<file path="src/rtl/if_id_prefetch_queue.sv">
// Instruction prefetch queue between fetch and decode.
// Buffers {pc, instr} pairs in a small circular register array; the oldest
// pair is presented to decode with a valid/ready handshake. A flush (branch
// taken) or reset empties the queue in a single cycle.
module if_id_prefetch_queue #(
    parameter int unsigned DEPTH = 4,
    parameter int unsigned AW    = 2
) (
    input  logic          clk,
    input  logic          reset,
    input  logic          flush,
    input  logic          in_valid,
    input  logic [31:0]   in_pc,
    input  logic [31:0]   in_instr,
    output logic          in_ready,
    output logic          out_valid,
    output logic [31:0]   out_pc,
    output logic [31:0]   out_instr,
    input  logic          out_ready,
    output logic [AW:0]   count
);

    localparam int unsigned CW = AW + 1;

    typedef struct packed {
        logic [31:0] pc;
        logic [31:0] instr;
    } entry_t;

    entry_t        mem [DEPTH];
    logic [AW-1:0] wr_ptr;
    logic [AW-1:0] rd_ptr;
    logic          push;
    logic          pop;
    entry_t        head;

    // Handshake qualifiers; in_ready looks only at occupancy, never at out_ready.
    always_comb begin
        in_ready  = (count < CW'(DEPTH));
        out_valid = (count != '0);
        push      = in_valid & in_ready & ~flush & ~reset;
        pop       = out_valid & out_ready & ~flush & ~reset;
    end

    // Head entry presented to decode; zeroed while the queue is empty.
    always_comb begin
        head      = mem[rd_ptr];
        out_pc    = '0;
        out_instr = '0;
        if (out_valid) begin
            out_pc    = head.pc;
            out_instr = head.instr;
        end
    end

    // Storage write; contents are left alone by flush/reset since count gates visibility.
    always_ff @(posedge clk) begin
        if (push) begin
            mem[wr_ptr] <= '{pc: in_pc, instr: in_instr};
        end
    end

    // Pointers and occupancy; reset and flush both return the queue to empty.
    always_ff @(posedge clk) begin
        if (reset || flush) begin
            wr_ptr <= '0;
            rd_ptr <= '0;
            count  <= '0;
        end else begin
            if (push) begin
                wr_ptr <= wr_ptr + AW'(1);
            end
            if (pop) begin
                rd_ptr <= rd_ptr + AW'(1);
            end
            case ({push, pop})
                2'b10:   count <= count + CW'(1);
                2'b01:   count <= count - CW'(1);
                default: count <= count;
            endcase
        end
    end

endmodule

</file>
<file path="config.mk">
export PLATFORM = sky130hd
export DESIGN_NAME = if_id_prefetch_queue
export DESIGN_NICKNAME = d
export VERILOG_FILES = /design/src/rtl/if_id_prefetch_queue.sv
export SDC_FILE = /design/constraint.sdc
export NUM_CORES = 1
export LEC_CHECK = 0
export CAP_MARGIN = 30
export CORE_MARGIN = 1.5
export CORE_UTILIZATION = 40
export CTS_BUF_LIST = sky130_fd_sc_hd__clkbuf_8
export CTS_CLUSTER_SIZE = 20
export DETAILED_ROUTE_END_ITERATION = 8
export GPL_TIMING_DRIVEN = 0
export PLACE_DENSITY_LB_ADDON = 0.15
export SYNTH_ARGS = -nofsm -noshare
export SYNTH_HDL_FRONTEND = slang
export SYNTH_SLANG_ARGS = --single-unit
export TNS_END_PERCENT = 5
</file>
<file path="constraint.sdc">
create_clock -name clk -period 8.3 [get_ports clk]
set_input_delay 2.075 -clock clk [delete_from_list [all_inputs] [get_ports clk]]
set_output_delay 2.075 -clock clk [all_outputs]
set_load 0.01 [all_outputs]
</file>
======== After elaboration in Yosys (flattened, before gate mapping) ========
Memory sizes are Yosys's and may differ from the RTL's. A register that Yosys moved wholly into a read port is not among the register bits.
Index checks and enable logic that the tools add are counted.
word-level totals
  memory bits (writable) .................. 256
  output and inout bits ................... 69
  memories kept ........................... 1
  register bits ........................... 7
  word-level logic and storage cells ...... 29
  input bits .............................. 69
operators by class
  bitwise gates (word level) .............. 8
  equality and inequality tests ........... 2
  muxes and demuxes ....................... 7
  reductions and logical operators ........ 3
  $add $sub $neg .......................... 4
  magnitude comparators ................... 1
memories
  name  depth  width  rd ports  clocked after memory_dff  wr ports  line  RTL
  mem   4      64     1         1                         1         30    entry_t mem [DEPTH];
operators by type and width
  kind                                               number
  two-way mux 32 bit                                 2
  bitwise AND 1 bit                                  6
  one-hot mux 3 bit (2 select lines)                 1
  adder 2 x 1 -> 2 bit (second input constant)       2
  two-way mux 2 bit                                  2
  adder 3 x 1 -> 3 bit (second input constant)       1
  < comparator 3 bit (second input constant)         1
  nonzero test 3 bit                                 1
  subtractor 3 x 1 -> 3 bit (second input constant)  1
  == test 2 x 1 -> 1 bit (second input constant)     1
  == test 2 bit (second input constant)              1
  two-way mux 1 bit                                  2
  inverter 1 bit                                     2
  nonzero test 2 bit                                 1
  logical OR 1 bit                                   1

======== Logic depth before layout (Yosys ltp) ========
Gate-level depths: netlist (run 1).
  word-level depth ........................ 6
  depth in mapped cells ................... 9

======== Worst setup path before layout (run 1) ========
OpenSTA, ideal clock, no wires.
  path type ............................... input to register
  start point ............................. input port flush
  end point ............................... memory mem[0][0] in the netlist's numbering (enable)
  stages .................................. 2
  slack ................................... 3.794 ns
  buffers on the path ..................... 0
  arrival ................................. 4.077 ns
  cell sequence ........................... nor4b_2 and2_1
on the way
  longest elaborated chain between the ends .. 5
ends and longest elaborated chain
  what                                     line  RTL
  from (decl)                              11    input logic flush,
  inverter 1 bit                           41    push = in_valid & in_ready & ~flush & ~reset;
  bitwise AND 1 bit (2 in a row)           41
  two-way mux 1 bit                        58    if (push) begin
  two-way mux 1 bit (not written as such)  59    mem[wr_ptr] <= '{pc: in_pc, instr: in_instr};
  to (decl)                                30
Every way passes these cells.

======== Worst setup path after layout (run 1) ========
  start point ............................. register count[0]
  end point ............................... output port out_instr[22]
on the way
  longest elaborated chain between the ends .. 2
ends and longest elaborated chain
  what                    line  RTL
  from (decl)             20    output logic [AW:0] count
  from (signal assigned)  77    2'b10: count <= count + CW'(1);
  from (signal assigned)  78    2'b01: count <= count - CW'(1);
  from (signal assigned)  79    default: count <= count;
  nonzero test 3 bit      40    out_valid = (count != '0);
  two-way mux 32 bit      50    if (out_valid) begin
  to (decl)               18    output logic [31:0] out_instr,
Every way passes these cells.

==> run metrics, run 1 <==
CTS tree=built; minimum clock period=around 4.8 ns; post-place setup slack=3.76 ns; Die Ht=between 150 and 200 um; max_cap viols=0; YS warnings=0; GRT overflow=0; Power Total=2.54 mW; post-synth top area cell=edfxtp_1; io pins=138; Antenna Diode Count=0; slew at the pin closest to its max-slew limit=0.725 ns; Final Hold Viols=0; sequential area share after synthesis=0.776; CTS Root Cell=clkbuf_8; final WL=19300 um; initial antenna violation count=0; Crit path required time=6.23 ns; setup_tns=0 ns; DIE AREA=0.0263 mm2; DR vias=4852; asr flop ratio synth=0; RSZ-0062 raised after global routing=no; status=completed; pwr/cell area=199 mW/mm2; Syn-to-layout area delta=25.5%; fraction of layout cells with a size suffix above 1=0.202; Leakage Power=4.05 nW; count leader, synth=edfxtp_1; WL/cell=between 15 and 20 um; type of origin of the critical path=register; critical setup path kind=reg -> out; Initial Util=0.405; Mapped Nets=532; CTS Sinks=265; Worst Skew=0.0143 ns; GRT Util Overall=0.151; DRT Pass-1 Iters=4; post-DR vias/cell=4.86; Synth area leaders=edfxtp_1 76%, mux4_2 14%, and2_1 4.2%; fin. max-slew vios=0; Most used DFF post-synth=edfxtp_1; post-cts gate resize count=0; Core Rows=58; Die Width=roughly 160 um; Hold Slack=0.526 ns; Critical Path Fanout Max=10; Skew-Pair Late Insertion Delay=around 0.52 ns; average footprint of a synthesized cell=22.2 um2; vias in the first global route=5360; DPL Wire Length=11400 um; synthesized area=0.0101 mm2; cts bufs inserted=43; Tcrit/Tclk final=0.576; nets=between 700 and 800; Max Clk Rate=209 MHz; pin count of the biggest net entering global routing=34; Hold Buf Count CTS=0; first-pass GRT wire length=29900 um; Critical Path End Type=primary output; Slew HR=0.515; Core Footprint=approximately 0.025 mm2; H-tree depth=2; number of synthesized flops with an enable pin=roughly 260; commonest cells in the netlist=256 x edfxtp_1, 68 x and2_1, 64 x mux4_2; Distinct cells, synth=25; postcts setup bufs=0; hold crit path type=reg -> reg; 1st-iter DRT viols=212; cell count after synthesis=457; CP Data Arrival Time=approximately 2.7 ns; area share of the largest cell type after synthesis=0.758; clock-pin slew on the worst setup and hold paths=~0.06 ns; post-route ant nets=0; Routability Congestion=0.728; Peak supply drop=0.000109 V; Clock Path Buffers=3; PortBufs=137; Synth Register Bits=~270; Residual DRC=0; PnR worst setup slack=3.52 ns; final setup fails=0
## through the flow
| stage | utilization | area (um2) | instances |
|---|---|---|---|
| 2_1_floorplan | - | 10100 | 457 |
| 3_3_place_gp | 0.476 | 11900 | 924 |
| 3_5_place_dp | 0.480 | 12000 | 928 |
| 4_1_cts | 0.509 | 12700 | 999 |
| 5_1_grt | 0.509 | 12700 | 999 |
| 6_report | 0.509 | 12700 | 999 |
## layer usage
metal / global-route usage / up-vias / part of all wire
li1: - / 2221 / -
met1: 0.192 / 2479 / 0.43
met2: 0.255 / 115 / 0.50
met3: 0.0345 / 37 / 0.045
met4: 0.0559 / 0 / 0.026
met5: 0 / - / 0
## sequential cells by signal (all words and copies together) (netlist names), named ones only
name	flops
mem	256
count	3
rd_ptr	2
wr_ptr	2
## cell families (layout without fill, tap and decap cells)
family	Yosys count	in the layout	share of synthesized area
adders and majority gates	6	6	0.00814
DFF	265	265	0.776
AOI/OAI and AO/OA	6	6	0.00382
buffers and inverters	29	241	0.0169
xor gates and xnor gates	5	5	0.00432
muxes	64	64	0.142
and+or+nand+nor	82	82	0.0491
## area by class of cell
class,instances,area (um2)
well taps,330,413
multi-input cells,163,2110
plain buffers,22,145
clock inverters,26,97.6
fillers,2078,12300
clock buffers,45,619
flip-flops and latches,265,7870
inverters,7,26.3
repair buffers,141,1450
## layout by cell type, fill, tap and decap left out, drive strengths merged, types with 5 or more instances in the layout
master         synthesis  routed
mux4                  64      64
clkinv                 0      13
and2                  68      68
nor2                   8       8
dfxtp                  9       9
inv                    7      20
edfxtp               256     256
ha                     5       5
clkdlybuf4s50          0     137
clkbuf                 9      54
buf                   13      17
## report_power, final
group	leakage, nW	internal [mW]	total, mW	switching (mW)
clock	0.413	0.493	0.958	0.465
combinational	1.25	0.0536	0.0934	0.0398
sequential	2.39	1.48	1.48	0.00319
total	4.05	2.03	2.54	0.508
## worst max-delay path, stage by stage, from the launching register on
cell,delay [ns]
dfxtp_1,0.44
inv_1,0.12
nand3_1,0.15
clkbuf_2,0.29
clkbuf_1,0.41
and2_1,0.22
clkdlybuf4s50_1,0.55
## worst paths after layout
kind | slack [ns] | cells after the start | from | end
hold reg to reg | 0.53 | 2 | rd_ptr[0] | register
setup reg to reg | 5.92 | 3 | count[2] | mem[2][33]
setup / recovery | 3.52 | 6 | count[0] | out_instr[22]
hold / removal | 0.53 | 2 | rd_ptr[0] | register
(Power assumes the default switching activity.)
==> inputs of run 2 (changes only) <==
Clock period 8.3 ns to 4.2 ns, I/O delays scaled along.
==> results of run 2 <==
The final DEF is identical to that of run 1. Status: completed.
Main changes from that run: setup slack after placement 3.76 ns -> 0.682 ns; setup slack after layout 3.52 ns -> 0.443 ns; register-to-register setup slack 5.92 ns -> 1.82 ns; total power 2.54 mW -> 5.01 mW; worst IR drop on VDD 0.000109 V -> 0.000216 V
==> inputs of run 3 (changes only) <==
Settings changed: CORE_ASPECT_RATIO from default to 0.8, CORE_MARGIN 1.5 to default.
==> run metrics, run 3 (synthesized netlist as in run 1, its figures left out) <==
status=completed; CTS tree=built; post-cts gate resize count=0 (unchanged); cell area after placement=0.0120 mm2 (about the same); PortBufs=137 (unchanged); Crit path required time=3.15 ns; cts bufs inserted=44 (+2.3%); fin. max-slew vios=0 (unchanged); post-route cell area=0.0128 mm2 (+0.49%); Critical Path Fanout Max=10 (unchanged); Final Hold Viols=0 (unchanged); hold crit path type=reg -> reg; Initial Util=0.412 (+0.00667); max_cap viols=0 (unchanged); Core Footprint=0.0246 mm2 (-1.6%); Routability Congestion=0.720 (-1.1%); fraction of layout cells with a size suffix above 1=0.211 (+0.00943); R2R setup slack=1.84 ns; vias in the first global route=5539 (+3.3%); Peak supply drop=0.000293 V; DIE AREA=0.0260 mm2 (-1.2%); Tcrit/Tclk final=0.888; post-place setup slack=between 0.7 and 0.8 ns; max reg flops=256 (unchanged); post-route ant nets=0 (unchanged); DPL Wire Length=11500 um (+0.58%); commonest non-fill, non-tap cell in the layout=edfxtp_1; GRT Util Overall=0.156 (+0.00432); slew at the pin closest to its max-slew limit=0.709 ns (-0.0163 ns); commonest cells after routing, fill and taps aside=256 x edfxtp_1, 137 x clkdlybuf4s50_1, 64 x mux4_2, 64 x and2_1, 46 x clkbuf_8; CTS Sinks=265 (unchanged); final WL=19600 um (+1.5%); CTS Root Cell=clkbuf_8; Power Total=5.11 mW; Critical Path End Type=primary output; Most flops, register=mem; top flop regs=mem x256, count x3; Skew-Pair Late Insertion Delay=0.54 ns (+0.02 ns); pin count of the biggest net entering global routing=41 (+21%); GRT overflow=0 (unchanged); DR vias=4948 (+2.0%); WL/cell=19.7 um (+2.0%); placed cells=916 (-1.3%); nets=719 (+0.14%); Slew HR=0.526 (+0.0109); postcts setup bufs=0 (unchanged); CP Data Arrival Time=2.68 ns (-0.03 ns); first-pass GRT wire length=30300 um (+1.5%); post-DR vias/cell=4.97 (+2.4%); Final Core Density=0.520 (+0.0109); clock-pin slew on the worst setup and hold paths=0.06 ns (about the same); Syn-to-layout area delta=26.2%; io pins=138 (unchanged); Worst Skew=0.0102 ns (-0.00415 ns); pwr/cell area=399 mW/mm2; Residual DRC=0 (unchanged); minimum clock period=3.73 ns; Leakage Power=4.10 nW (+1.2%); Die Ht=144 um (-11%); Die Width=180 um (+11%); Clock Path Buffers=3 (unchanged); RSZ-0062 raised after global routing=no; Hold Buf Count CTS=0 (unchanged); type of origin of the critical path=register; 1st-iter DRT viols=263 (+24%); final setup fails=0 (unchanged); Max Clk Rate=approximately 270 MHz; critical setup path kind=reg -> out; initial antenna violation count=0 (unchanged); Core Rows=51 (-12%); final cell count without fillers=995 (-0.40%); Antenna Diode Count=0 (unchanged); DRT Pass-1 Iters=5 (+1); H-tree depth=2 (unchanged); PnR worst setup slack=0.469 ns
-- run 3: cell count changes in the layout (fill, tap and decap cells not counted), sizes merged --
cell      change
clkinvlp      +1
clkbuf        +1
clkinv        +3
inv           +3
-- run 3: cell type report --
cell class              count  area [um2]
multi-input cells         163        2110
clock inverters            33         139
repair buffers            141        1470
clock buffers              46         633
plain buffers              22         145
inverters                   7        26.3
flip-flops and latches    265        7870
fillers                  1995       11800
well taps                 318         398
-- run 3: per-layer routing --
layer / GRT usage / vias to the layer above / wire length (um)
li1: - / 2239 / -
met1: 0.194 / 2522 / 8500
met2: 0.267 / 162 / 9520
met3: 0.0468 / 25 / 1310
met4: 0.0423 / 0 / 291
met5: 0 / - / 0
-- run 3: worst max-delay path, stage by stage (launching register included) --
cell and delay (ns):
dfxtp_1 0.49, inv_2 0.09, nand3_1 0.09, clkbuf_2 0.31, clkbuf_1 0.37, and2_1 0.25
clkdlybuf4s50_1 0.56
-- run 3: final timing paths --
check / depth (start not counted) / from / end
worst min-delay path: 2 / rd_ptr[0] / register
worst max-delay path: 6 / count[2] / out_pc[19]
worst max register to register: 8 / count[2] / count[2]
worst min register to register: 2 / rd_ptr[0] / register
-- run 3: per-stage QoR --
step | TNS [ns] | hold slack [ns]
2_1_floorplan | 0 | 0.485
3_3_place_gp | -294.21 | 0.504
3_5_place_dp | 0 | 0.515
4_1_cts | 0 | 0.509
5_1_grt | 0 | 0.571
6_report | 0 | 0.516
-- run 3: report_power, final --
part	internal, mW	switching, mW
combinational	0.107	0.0799
clock	1.01	0.972
sequential	2.93	0.00640
==> variant (flow settings as in run 1) <==
Register the output `count` once more, without a reset; this adds one clock of latency there. The other outputs are not delayed to match.
--- a/src/rtl/if_id_prefetch_queue.sv
+++ b/src/rtl/if_id_prefetch_queue.sv
@@ -28,4 +28,6 @@
     } entry_t;
 
+    logic [AW:0] count_s0;
+
     entry_t        mem [DEPTH];
     logic [AW-1:0] wr_ptr;
@@ -37,6 +39,6 @@
     // Handshake qualifiers; in_ready looks only at occupancy, never at out_ready.
     always_comb begin
-        in_ready  = (count < CW'(DEPTH));
-        out_valid = (count != '0);
+        in_ready  = (count_s0 < CW'(DEPTH));
+        out_valid = (count_s0 != '0);
         push      = in_valid & in_ready & ~flush & ~reset;
         pop       = out_valid & out_ready & ~flush & ~reset;
@@ -66,5 +68,5 @@
             wr_ptr <= '0;
             rd_ptr <= '0;
-            count  <= '0;
+            count_s0 <= '0;
         end else begin
             if (push) begin
@@ -75,11 +77,15 @@
             end
             case ({push, pop})
-                2'b10:   count <= count + CW'(1);
-                2'b01:   count <= count - CW'(1);
-                default: count <= count;
+                2'b10:   count_s0 <= count_s0 + CW'(1);
+                2'b01:   count_s0 <= count_s0 - CW'(1);
+                default: count_s0 <= count_s0;
             endcase
         end
     end
 
+    always_ff @(posedge clk) begin
+        count <= count_s0;
+    end
+
 endmodule
 
Behaviour: not the same (Yosys sat finds a counterexample within 4 cycles, from zero or initial values).
==> variant against run 1 <==
  * Wire length grew 0.95%
  * Sequential cell count grew 3
  * Setup slack improved by 0.030 ns
  * Synthesized cell count increased by 0.66%
  * Register-to-register slack improved by 0.10 ns
  * Design area up 1.4%
  * Core utilization grew 0.54 points
  * Critical path depth unchanged
  * Worst hold slack worse by 0.12 ns
  * Power increased by 3.8%
  * Synthesized area rose by 0.59%
==> variant: results (changes against run 1) <==
[run_status]
status = complete, no violations

[route]
dr.first_iter.drc_count = 176  ; -17%
met1_length_um = 8138  ; -1.1%
wl_met3_um = 946  ; +9.0%
avgRoutedWirePerCell_um = 19.37  ; +0.15%
via_count = 4946  ; +1.9%
wl_met2_um = 10040  ; +3.4%

[global_routing]
grt_pass1_vias = 5495  ; +2.5%
grt_max_degree = 39  ; +15%
grt_pass1_wl_um = 30430  ; +1.9%
gr-usage-all-layers = 0.1534  ; +0.001899

[worst_setup_path]
cp_max_fo = 10  ; unchanged
reg2reg_depth = 3  ; unchanged
critPathMaxStageDelay_ns = 0.54

[sta]
worst_pin_slew_ns = 0.6070  ; -0.1181 ns
fin_skew_ns = 0.02321  ; +0.008899 ns

[logic_synthesis]
synthArstFlopShare = 0  ; unchanged
syn_inst = 460  ; +0.66%
syn-num-nets = 535  ; +0.56%
synth_area_leaders = edfxtp_1, mux4_2, and2_1, dfxtp_1, buf_6
seq_area_frac_synth = 0.7769  ; +0.001321
yosys-top-cells-count = edfxtp_1, and2_1, mux4_2
yosys_warnings = 0  ; unchanged

[placement]
dpl.hpwl_um = 11680  ; +2.6%
pre_cts_ws_ns = 3.807  ; +0.05044 ns
dp.cells = 931  ; +0.32%
place_area_um2 = 12110  ; +0.75%
io_buffers = 137  ; unchanged
globalplace.congestion = 0.6567  ; -9.8%

[clocking]
clockBufferDepth = 3  ; unchanged
clk_pin_slew_worst_paths_ns = 0.06  ; about the same

[layout]
final_nets = 721  ; +0.42%
drive_gt1_frac = 0.2142  ; +0.01239
layout.cells.non_filler = 1007  ; +0.80%
ff_latch_area_um2 = 7928  ; +0.76%
top_regs = mem (256), count (3), count_s0 (3)
fillCellCount = 2086  ; +0.38%

[power]
leakage_nw = 4.136  ; +2.2%
peakVddDrop_v = 0.0001242  ; +14%

[worst_hold_path]
hold_depth = 0  ; -2

-- variant: kinds of logic (layout without fill, tap and decap cells) --
kind of cell / after synthesis / after routing / synth area share
flip-flops: 268 / 268 / 0.7769
AND/OR/NAND/NOR: 82 / 82 / 0.04880
multiplexers: 64 / 64 / 0.1413
buffers and inverters: 29 / 246 / 0.01680
adder cells (fa/ha/maj): 6 / 6 / 0.008093
AO/OA/AOI/OAI: 6 / 6 / 0.003801
XOR/XNOR: 5 / 5 / 0.004292
-- variant: per-layer routing --
layer,GRT usage,up-vias
met5,0,-
met4,0.05254,0
met3,0.03489,29
met2,0.2615,128
met1,0.1935,2551
li1,-,2238
-- variant: where the power goes --
part           internal [W]  leakage (nW)  switching [W]
registers           0.00150          2.41     0.00000335
logic             0.0000540          1.26      0.0000404
clock network      0.000559         0.464       0.000481
total               0.00211          4.14       0.000525
-- variant: worst paths after layout --
| check | end | start | slack, ns |
|---|---|---|---|
| hold / removal | count[1]$_DFF_P_ | count_s0[1]$_SDFFE_PP0P_ | 0.41 |
| hold reg to reg | count[1]$_DFF_P_ | count_s0[1]$_SDFFE_PP0P_ | 0.41 |
| setup / recovery | out_pc[10] | count_s0[2]$_SDFFE_PP0P_ | 3.55 |
| setup reg to reg | mem[2][26]$_DFFE_PP_ | count_s0[2]$_SDFFE_PP0P_ | 6.02 |
-- variant: worst max-delay path, delay by kind of cell, from the launching register on --
family | cells | cell delay (ns)
flops | 1 | 0.51
simple gates | 2 | 0.33
buf+inv | 4 | 1.32
-- variant: area by class of cell --
type                       count  area share
tap                          330     0.03199
timing repair buffer         141      0.1148
sequential                   268      0.6142
clock inverter                28     0.01076
clock buffer                  48     0.05118
inverter                       7    0.002036
buffer                        22     0.01124
multi-input combinational    163      0.1638
